File: config.mk
export PLATFORM = sky130hd
export DESIGN_NAME = bus_arb_mux_flat
export DESIGN_NICKNAME = d
export VERILOG_FILES = /design/src/rtl/bus_pkg.sv /design/src/rtl/bus_arb_mux_if.sv /design/src/rtl/bus_grant_encoder.sv /design/src/rtl/bus_arb_mux.sv /design/src/flat_wrapper.sv
export SDC_FILE = /design/constraint.sdc
export NUM_CORES = 1
export LEC_CHECK = 0
export CAP_MARGIN = 20
export CORE_AREA = 2 2 324 326
export CTS_CLUSTER_DIAMETER = 60
export CTS_CLUSTER_SIZE = 8
export DETAILED_ROUTE_END_ITERATION = 10
export DIE_AREA = 0 0 326 328
export HOLD_SLACK_MARGIN = 0.15
export PLACE_DENSITY = 0.35
export SETUP_SLACK_MARGIN = 0.1
export SYNTH_ARGS = -nofsm -noshare
export SYNTH_HDL_FRONTEND = slang
export SYNTH_SLANG_ARGS = --single-unit
export TNS_END_PERCENT = 100
File: constraint.sdc
create_clock -name clock -period 4.95 [get_ports clock]
set_input_delay 1.485 -clock clock [delete_from_list [all_inputs] [get_ports clock]]
set_output_delay 1.485 -clock clock [all_outputs]
set_load 0.05 [all_outputs]
File: src/rtl/bus_pkg.sv
// Shared constants, named bus sources and helper functions for the bus arbiter.
package bus_pkg;

  localparam int DEFAULT_NUM_SRC = 24;
  localparam int DEFAULT_DATA_W  = 32;
  // Widest source vector the helper functions handle
  localparam int MAX_SRC         = 32;
  localparam int CNT_W           = 8;
  localparam logic [CNT_W-1:0] CNT_MAX = '1;

  // Named bus sources of the datapath
  typedef enum logic [4:0] {
    R0 = 5'd0,   R1 = 5'd1,   R2 = 5'd2,   R3 = 5'd3,
    R4 = 5'd4,   R5 = 5'd5,   R6 = 5'd6,   R7 = 5'd7,
    R8 = 5'd8,   R9 = 5'd9,   R10 = 5'd10, R11 = 5'd11,
    R12 = 5'd12, R13 = 5'd13, R14 = 5'd14, R15 = 5'd15,
    HI = 5'd16,  LO = 5'd17,  Z_HI = 5'd18, Z_LO = 5'd19,
    PC = 5'd20,  MDR = 5'd21, INPORT = 5'd22, C_SIGN_EXT = 5'd23
  } srcId_e;

  // Select width for n sources, never below one bit
  function automatic int selWidth(input int n);
    return (n > 1) ? $clog2(n) : 1;
  endfunction

  // Index of the lowest set bit, 0 when no bit is set
  function automatic int lowestSet(input logic [MAX_SRC-1:0] v);
    int idx;
    idx = 0;
    for (int i = MAX_SRC - 1; i >= 0; i--) begin
      if (v[i]) idx = i;
    end
    return idx;
  endfunction

endpackage

File: src/rtl/bus_arb_mux_if.sv
// Request/data side and registered bus side of the arbitrated bus mux.
interface bus_arb_mux_if
  import bus_pkg::*;
#(
  parameter int NUM_SRC = DEFAULT_NUM_SRC,
  parameter int DATA_W  = DEFAULT_DATA_W
);

  localparam int SEL_W = selWidth(NUM_SRC);

  logic [NUM_SRC-1:0]        src_en;
  logic [NUM_SRC*DATA_W-1:0] src_data;
  logic                      cnt_clr;
  logic [DATA_W-1:0]         bus_out;
  logic                      bus_valid;
  logic [SEL_W-1:0]          bus_sel;
  logic                      conflict;
  logic [CNT_W-1:0]          conflict_cnt;

  // Side that raises requests and observes the bus
  modport master (
    output src_en, src_data, cnt_clr,
    input  bus_out, bus_valid, bus_sel, conflict, conflict_cnt
  );

  // Arbiter side
  modport slave (
    input  src_en, src_data, cnt_clr,
    output bus_out, bus_valid, bus_sel, conflict, conflict_cnt
  );

endinterface

File: src/rtl/bus_grant_encoder.sv
// Combinational grant encoder: fixed lowest-index priority, or round-robin
// searching upward from ptr+1 with wrap to 0.
module bus_grant_encoder
  import bus_pkg::*;
#(
  parameter int NUM_SRC = DEFAULT_NUM_SRC,
  parameter int RR_MODE = 0,
  parameter int SEL_W   = selWidth(NUM_SRC)
) (
  input  logic [NUM_SRC-1:0] req,
  input  logic [SEL_W-1:0]   ptr,
  output logic [SEL_W-1:0]   grantIdx,
  output logic               anyGrant
);

  // Sources strictly above ptr get first look in round-robin; in fixed mode
  // the mask is empty so the search always starts at index 0.
  logic [NUM_SRC-1:0] aboveMask;
  logic [NUM_SRC-1:0] hiReq;

  genvar gi;
  generate
    for (gi = 0; gi < NUM_SRC; gi++) begin : gMask
      assign aboveMask[gi] = (RR_MODE != 0) && (gi > int'(ptr));
    end
  endgenerate

  assign hiReq = req & aboveMask;

  // Lowest requester above ptr if any, otherwise wrap to lowest requester overall
  always_comb begin
    grantIdx = '0;
    anyGrant = |req;
    if (|hiReq) begin
      grantIdx = SEL_W'(lowestSet(MAX_SRC'(hiReq)));
    end else begin
      grantIdx = SEL_W'(lowestSet(MAX_SRC'(req)));
    end
  end

endmodule

File: src/rtl/bus_arb_mux.sv
// Registered bus multiplexer: arbitrates among source drive requests, muxes
// the granted source onto the bus one cycle later and counts conflict cycles.
module bus_arb_mux
  import bus_pkg::*;
#(
  parameter int NUM_SRC    = DEFAULT_NUM_SRC,
  parameter int DATA_W     = DEFAULT_DATA_W,
  parameter int RR_MODE    = 0,
  parameter int HOLD_EMPTY = 1
) (
  input  logic          clock,
  input  logic          clear_n,
  bus_arb_mux_if.slave  busIf
);

  localparam int SEL_W = selWidth(NUM_SRC);

  logic [DATA_W-1:0] busOutReg, busOutNext;
  logic              busValidReg, busValidNext;
  logic [SEL_W-1:0]  busSelReg, busSelNext;
  logic [SEL_W-1:0]  ptrReg, ptrNext;
  logic              conflictReg, conflictNext;
  logic [CNT_W-1:0]  cntReg, cntNext;

  logic [SEL_W-1:0]  grantIdx;
  logic              anyGrant;
  logic              multiReq;
  logic [DATA_W-1:0] grantData;
  logic [DATA_W-1:0] srcWord [NUM_SRC];

  // Unflatten the source data bus into one word per source
  genvar gi;
  generate
    for (gi = 0; gi < NUM_SRC; gi++) begin : gSrc
      assign srcWord[gi] = busIf.src_data[gi*DATA_W +: DATA_W];
    end
  endgenerate

  bus_grant_encoder #(
    .NUM_SRC (NUM_SRC),
    .RR_MODE (RR_MODE),
    .SEL_W   (SEL_W)
  ) uEncoder (
    .req      (busIf.src_en),
    .ptr      (ptrReg),
    .grantIdx (grantIdx),
    .anyGrant (anyGrant)
  );

  // Two or more requests: clearing the lowest set bit still leaves one behind
  assign multiReq = |(busIf.src_en & (busIf.src_en - NUM_SRC'(1)));

  // Select the granted word with constant indices only
  always_comb begin
    grantData = '0;
    for (int i = 0; i < NUM_SRC; i++) begin
      if (grantIdx == SEL_W'(i)) grantData = srcWord[i];
    end
  end

  // Next bus state, pointer and saturating conflict count
  always_comb begin
    busOutNext   = busOutReg;
    busValidNext = 1'b0;
    busSelNext   = busSelReg;
    ptrNext      = ptrReg;
    conflictNext = multiReq;
    cntNext      = cntReg;
    if (anyGrant) begin
      busOutNext   = grantData;
      busValidNext = 1'b1;
      busSelNext   = grantIdx;
      ptrNext      = grantIdx;
    end else if (HOLD_EMPTY == 0) begin
      busOutNext = '0;
    end
    if (busIf.cnt_clr) begin
      cntNext = '0;
    end else if (multiReq && (cntReg != CNT_MAX)) begin
      cntNext = cntReg + CNT_W'(1);
    end
  end

  // State registers; reset parks ptr on the last source so source 0 wins first
  always_ff @(posedge clock) begin
    if (!clear_n) begin
      busOutReg   <= '0;
      busValidReg <= 1'b0;
      busSelReg   <= '0;
      ptrReg      <= SEL_W'(NUM_SRC - 1);
      conflictReg <= 1'b0;
      cntReg      <= '0;
    end else begin
      busOutReg   <= busOutNext;
      busValidReg <= busValidNext;
      busSelReg   <= busSelNext;
      ptrReg      <= ptrNext;
      conflictReg <= conflictNext;
      cntReg      <= cntNext;
    end
  end

  assign busIf.bus_out      = busOutReg;
  assign busIf.bus_valid    = busValidReg;
  assign busIf.bus_sel      = busSelReg;
  assign busIf.conflict     = conflictReg;
  assign busIf.conflict_cnt = cntReg;

endmodule
File: src/flat_wrapper.sv
// flat-port wrapper written by rule: the top's interface ports become plain ports
module bus_arb_mux_flat import bus_pkg::*;
#(
  parameter int NUM_SRC    = DEFAULT_NUM_SRC,
  parameter int DATA_W     = DEFAULT_DATA_W,
  parameter int RR_MODE    = 0,
  parameter int HOLD_EMPTY = 1
)
  (clock, clear_n, busIf_src_en, busIf_src_data, busIf_cnt_clr, busIf_bus_out, busIf_bus_valid, busIf_bus_sel, busIf_conflict, busIf_conflict_cnt);
  bus_arb_mux_if #(.NUM_SRC(NUM_SRC), .DATA_W(DATA_W)) busIf_i ();
  input  logic clock;
  input  logic clear_n;
  input wire logic [$bits(busIf_i.src_en)-1:0] busIf_src_en;
  input wire logic [$bits(busIf_i.src_data)-1:0] busIf_src_data;
  input wire logic [$bits(busIf_i.cnt_clr)-1:0] busIf_cnt_clr;
  output wire logic [$bits(busIf_i.bus_out)-1:0] busIf_bus_out;
  output wire logic [$bits(busIf_i.bus_valid)-1:0] busIf_bus_valid;
  output wire logic [$bits(busIf_i.bus_sel)-1:0] busIf_bus_sel;
  output wire logic [$bits(busIf_i.conflict)-1:0] busIf_conflict;
  output wire logic [$bits(busIf_i.conflict_cnt)-1:0] busIf_conflict_cnt;
  assign busIf_i.src_en = busIf_src_en;
  assign busIf_i.src_data = busIf_src_data;
  assign busIf_i.cnt_clr = busIf_cnt_clr;
  assign busIf_bus_out = busIf_i.bus_out;
  assign busIf_bus_valid = busIf_i.bus_valid;
  assign busIf_bus_sel = busIf_i.bus_sel;
  assign busIf_conflict = busIf_i.conflict;
  assign busIf_conflict_cnt = busIf_i.conflict_cnt;
  bus_arb_mux #(.NUM_SRC(NUM_SRC), .DATA_W(DATA_W), .RR_MODE(RR_MODE), .HOLD_EMPTY(HOLD_EMPTY)) u_core (.clock(clock), .clear_n(clear_n), .busIf(busIf_i));
endmodule
Word level (Yosys, flattened, before mapping)
Index checks and enable logic that the tools add are counted.
{"block": "totals", "register_bits": 47, "wordCells": 87, "output_inout_bits": 47, "in_bits": 795}
{"block": "classes", "add_sub_neg": 2, "reduce_logical": 5, "eq_ne": 24, "mux": 49, "n_bitwise": 2}
{"operator": "32-bit two-way mux", "count": 24}
{"operator": "5-bit two-way mux", "count": 24}
{"operator": "24-bit OR reduction", "count": 2}
{"operator": "5-bit by 4-bit == test with 1-bit output (second input constant)", "count": 8}
{"operator": "5-bit == test (second input constant)", "count": 8}
{"operator": "24-bit AND", "count": 1}
{"operator": "24-bit by 1-bit subtractor with 24-bit output (second input constant)", "count": 1}
{"operator": "5-bit by 3-bit == test with 1-bit output (second input constant)", "count": 4}
{"operator": "5-bit by 2-bit == test with 1-bit output (second input constant)", "count": 2}
{"operator": "8-bit by 1-bit adder with 8-bit output (second input constant)", "count": 1}
{"operator": "8-bit != test (second input constant)", "count": 1}
{"operator": "5-bit by 1-bit == test with 1-bit output (second input constant)", "count": 1}
{"operator": "5-bit zero test", "count": 1}
{"operator": "2-bit OR reduction", "count": 1}
{"operator": "1-bit logical AND", "count": 1}
{"operator": "1-bit two-way mux", "count": 1}
{"operator": "1-bit inverter", "count": 1}

Logic depth before layout (Yosys ltp)
{"block": "depth", "depth_word": 49, "depth_mapped": 15, "mapped_depth_nobuf": 10}

By module
A second synthesis with hierarchy kept.
{"block": "unflattened", "cells_unflattened": 1297, "area_unflattened_um2": 8795.9}
{"mod": "bus_arb_mux", "seq_area_each_um2": 1021.0, "area_per_inst_um2": 8486.9, "instances": 1, "cells_each": 1249}
{"mod": "bus_grant_encoder", "seq_area_each_um2": 0.0, "area_per_inst_um2": 309.0, "instances": 1, "cells_each": 48}

Least setup slack after synthesis
Ideal clock, no wire load.
{"block": "synth_path", "path_kind": "input-to-reg", "start": "in busIf_src_en[6]", "end": "reg u_core.busOutReg[23], in the netlist u_core.busIf.bus_out[23]", "arrival_time_ns": 3.853, "cell_stages": 11, "setup_time_ns": 0.125, "path_slack_ns": 0.972, "path_buffers": 2, "t_required_ns": 4.825, "cell_sequence": "buf_2 -> nor4_4 -> nand2_4 -> o31ai_4 -> o211ai_4 -> buf_6 -> a21oi_2 -> nor4_1 -> or4_1 -> a311oi_1 -> o31ai_1"}
{"block": "synth_via", "elab_chain_len": 32, "word_cells_on_any_way": 56, "cone_classes": "eq/ne: 23; mux: 31; reduce/logical: 2"}
{"element": "start: declaration", "line_no": "flat_wrapper.sv:13", "rtl": "input wire logic [$bits(busIf_i.src_en)-1:0] busIf_src_en;"}
{"element": "5-bit two-way mux (7 in a row)", "line_no": "bus_pkg.sv:31", "rtl": "if (v[i]) idx = i;"}
{"element": "5-bit zero test", "line_no": "bus_arb_mux.sv:57", "rtl": "if (grantIdx == SEL_W'(i)) grantData = srcWord[i];"}
{"element": "32-bit two-way mux (24 in a row)", "line_no": "bus_arb_mux.sv:57"}
{"element": "end signal: assignment", "line_no": "bus_arb_mux.sv:94", "rtl": "busOutReg <= busOutNext;"}
{"element": "end: declaration", "line_no": "bus_arb_mux.sv:18", "rtl": "logic [DATA_W-1:0] busOutReg, busOutNext;"}
Parallel ways exist; a longest one is shown, timed or not.
A chain may end at the register's enable or synchronous reset.

Worst setup path in the final report
{"block": "layout_path", "start": "in busIf_src_en[22]", "end": "reg u_core.busOutReg[15], in the netlist u_core.busIf.bus_out[15]"}
{"block": "layout_via", "elab_chain_len": 48, "word_cells_on_any_way": 72, "cone_classes": "eq/ne: 23; mux: 47; reduce/logical: 2"}
{"element": "5-bit two-way mux (23 in a row)", "line_no": "bus_pkg.sv:31"}
{"element": "5-bit zero test", "line_no": "bus_arb_mux.sv:57"}
{"element": "32-bit two-way mux (24 in a row)", "line_no": "bus_arb_mux.sv:57"}
Parallel ways exist; a longest one is shown, timed or not.

==> impl_metrics.ini <==
[outcome]
status = finished clean

[worst_setup_path]
crit_type = input pin to flip-flop
cp.arrival_ns = 5.07
slowest_stage = clkdlybuf4s50_1
cpPeakStageDelay_ns = 0.43
reg2reg_setup_slack_ns = 3.05
reg2regPathDepth = 6
r2r_start = u_core.busIf.conflict_cnt[3]$_SDFFE_PP0P_
cp.required_ns = 5.19
worstSetupEndpointType = flip-flop
path_cells = clkdlybuf4s50_1 -> nand2b_4 -> a2111oi_4 -> buf_4 -> o2111a_2 -> buf_6 -> nor2_4 -> buf_12 -> buf_12 -> buf_4 -> buf_4 -> nand2_1 -> and3_1 -> o22ai_1 -> buf_4 -> a21oi_1 -> o21ai_1 -> buf_4 -> o21a_1
rr_endpoint = u_core.busIf.conflict_cnt[5]$_SDFFE_PP0P_
crit_fanout = 7
critPathMostFrequentCell = buf_4
cp-start-kind = input pin

[routing]
ant_nets = 0
vias_per_cell = 4.46
num_vias = 17700
wl_per_cell_um = 35.2
routed_wl_um = 140000
drtIter0Drc = 1348
drc_errors = 0
dr.pass1.iters = 5

[min_path]
hold_path_startpoint = u_core.busIf.bus_sel[0]$_SDFFE_PN0P_
hold_path_end = u_core.busIf.bus_sel[0]$_SDFFE_PN0P_
hold_class = flip-flop to flip-flop
min_path_cells = 2

[final_layout]
area_growth_pct = 169
nNetsFinal = 3374
fill_cells = 11500
final_cell_count_no_fill = 3968
layout_common_cells = clkdlybuf4s50_1, buf_4, nand2_1
finalInstanceArea_um2 = 23400
drive_gt1_share_pct = 24.7
final_common_cell = clkdlybuf4s50_1

[placed_design]
placed_cell_area_um2 = 22600
portBuffers = 841
gp_congestion = 0.933
dp_hpwl_um = 124000
dp_cells = 3931
post-place-ws_ns = -1.03

[floorplanning]
fp-row-count = 118
initial_core_util_pct = 8.42
fp.dieW_um = 326
io-pin-count = 842
core_area_um2 = 103000
dieArea_um2 = 107000
die_h_um = 328

[yosys]
synth_edf_count = 0
synth_fp_nets = 2131
synth_area_leaders = dfxtp_1, nand2_1, a21oi_1
synth_area_per_cell_um2 = 6.51
yosys.area.top_type = dfxtp_1
ys_ff_latch = 47
netlist_area_um2 = 8690
syn_inst = 1335
yosysWarnings = 0
seq_area_frac_synth_pct = 10.8
synth.top_cell.area_share_pct = 10.8
synth_ff_type = dfxtp_1
synth-async-reset-ratio_pct = 0
ys_types = 89

[clock_tree]
ctsHtreeMaxLevel = 2
ctsHoldBuffers = 0
clk_path_buf_depth = 2
clock_latency_ns = 0.33
cts.root.buffer_cell = clkbuf_16
cts_buffers = 5
cts.sinks = 47
clk_pin_slew_worst_paths_ns = 0.09
cts_tree = yes

[timing]
fmax_mhz = 207
hold_violations = 0
maxSlewViolCount = 0
setup_viol = 0
worst_pin_slew_ns = 0.726
clock_skew_ns = 0.00104
layout_setup_ws_ns = 0.120
slew_headroom_pct = 50.9
fin_crit_sh_pct = 97.6
rsz0062_at_grt = yes
final.min_clock_period_ns = 4.83

[power]
powerDensity_nw_per_um2 = 112
p_leak_nw = 8.89
ir_worst_vdd_mv = 0.143

[grt]
grt_max_degree = 33
gr-total-overflow = 0
antenna_found_initial = 38
grt_pass1_vias = 18700
grt_pass1_wl_um = 181000
grtUsageTotal_pct = 25.0

[job]
maxCapViolCount = 0
## state kept, by name, summed over array words and instances, names as in the netlist
signal / flops
u_core.busIf.bus_out: 32
u_core.busIf.conflict_cnt: 8
u_core.busIf.bus_sel: 5
u_core.busIf.bus_valid: 1
u_core.busIf.conflict: 1
## logic make-up (layout without fill, tap and decap cells)
logic type | count (synthesis) | after routing | synth area share [%]
simple gates | 502 | 502 | 27.7
other cells | 0 | 9 | 0
mux | 34 | 34 | 4.03
flops | 47 | 47 | 10.8
fa+ha+maj | 3 | 3 | 0.375
compound gates | 621 | 621 | 49.9
buf+inv | 121 | 1365 | 6.42
xor+xnor | 7 | 7 | 0.706
## synthesized netlist by cell type, drive strengths merged, types with 15 or more instances
cell	n
a211oi	20
a21oi	115
a221oi	50
a22oi	53
a31oi	18
buf	65
clkbuf	45
dfxtp	47
mux2i	26
nand2	202
nand3	71
nor2	114
nor3	50
nor4	15
o211ai	29
o21ai	125
o221ai	40
o22ai	50
## worst max-delay path: cells and delay by family
family,cells,cell delay [ns]
compound gates,6,1.32
buf+inv,9,1.67
simple gates,4,0.56
## worst max-delay path by stage
stage | startpoint | endpoint
finish | busIf_src_en[22] | u_core.busIf.bus_out[15]$_SDFFE_PN0P_
global route | busIf_src_en[22] | u_core.busIf.bus_out[0]$_SDFFE_PN0P_
CTS | busIf_src_en[22] | u_core.busIf.bus_out[27]$_SDFFE_PN0P_
detailed placement | busIf_src_en[23] | u_core.busIf.bus_out[4]$_SDFFE_PN0P_
global placement | busIf_src_en[23] | u_core.busIf.bus_out[4]$_SDFFE_PN0P_
floorplan | busIf_src_en[6] | u_core.busIf.bus_out[23]$_SDFFE_PN0P_
## power breakdown
group / total [mW] / internal, mW / leakage, nW / switching, mW
Clock: 0.426 / 0.205 / 0.0742 / 0.221
Sequential: 0.429 / 0.406 / 0.388 / 0.0235
Combinational: 1.77 / 0.955 / 8.43 / 0.820
## stage by stage
| stage | setup TNS [ns] | hold slack (ns) | util (%) | total power, mW |
|---|---|---|---|---|
| 3_3_place_gp | -17.05 | 0.440 | 21.9 | 2.16 |
| 2_1_floorplan | 0 | 0.676 | - | 0.846 |
| 5_1_grt | 0 | 0.499 | 22.6 | 2.73 |
| 4_1_cts | 0 | 0.462 | 22.4 | 2.65 |
| 3_5_place_dp | -16.89 | 0.443 | 21.9 | 2.15 |
| 6_report | 0 | 0.460 | 22.7 | 2.63 |
## per-layer routing
| layer | track usage, % | wire length, um |
|---|---|---|
| met5 | 0 | 234 |
| met4 | 3.38 | 1920 |
| met3 | 5.68 | 8800 |
| met2 | 42.6 | 66600 |
| met1 | 32.7 | 62000 |
## cell type report
cell class	count	area (um^2)	share of cell area, %
Timing Repair Buffer	1346	12800	55.0
Multi-Input combinational cell	1167	7650	32.7
Tap cell	1380	1730	7.38
Sequential cell	47	941	4.02
Clock buffer	7	143	0.610
Inverter	11	41.3	0.177
Antenna cell	9	22.5	0.0963
Clock inverter	1	8.76	0.0375
## timing repair
action	CTS	global route
gates resized for setup	44	49
gates cloned	1	0
endpoints found under the setup margin	30	31
pin swaps	10	13
buffers inserted	19	0
Note: power is estimated with default switching activity, not from simulation.
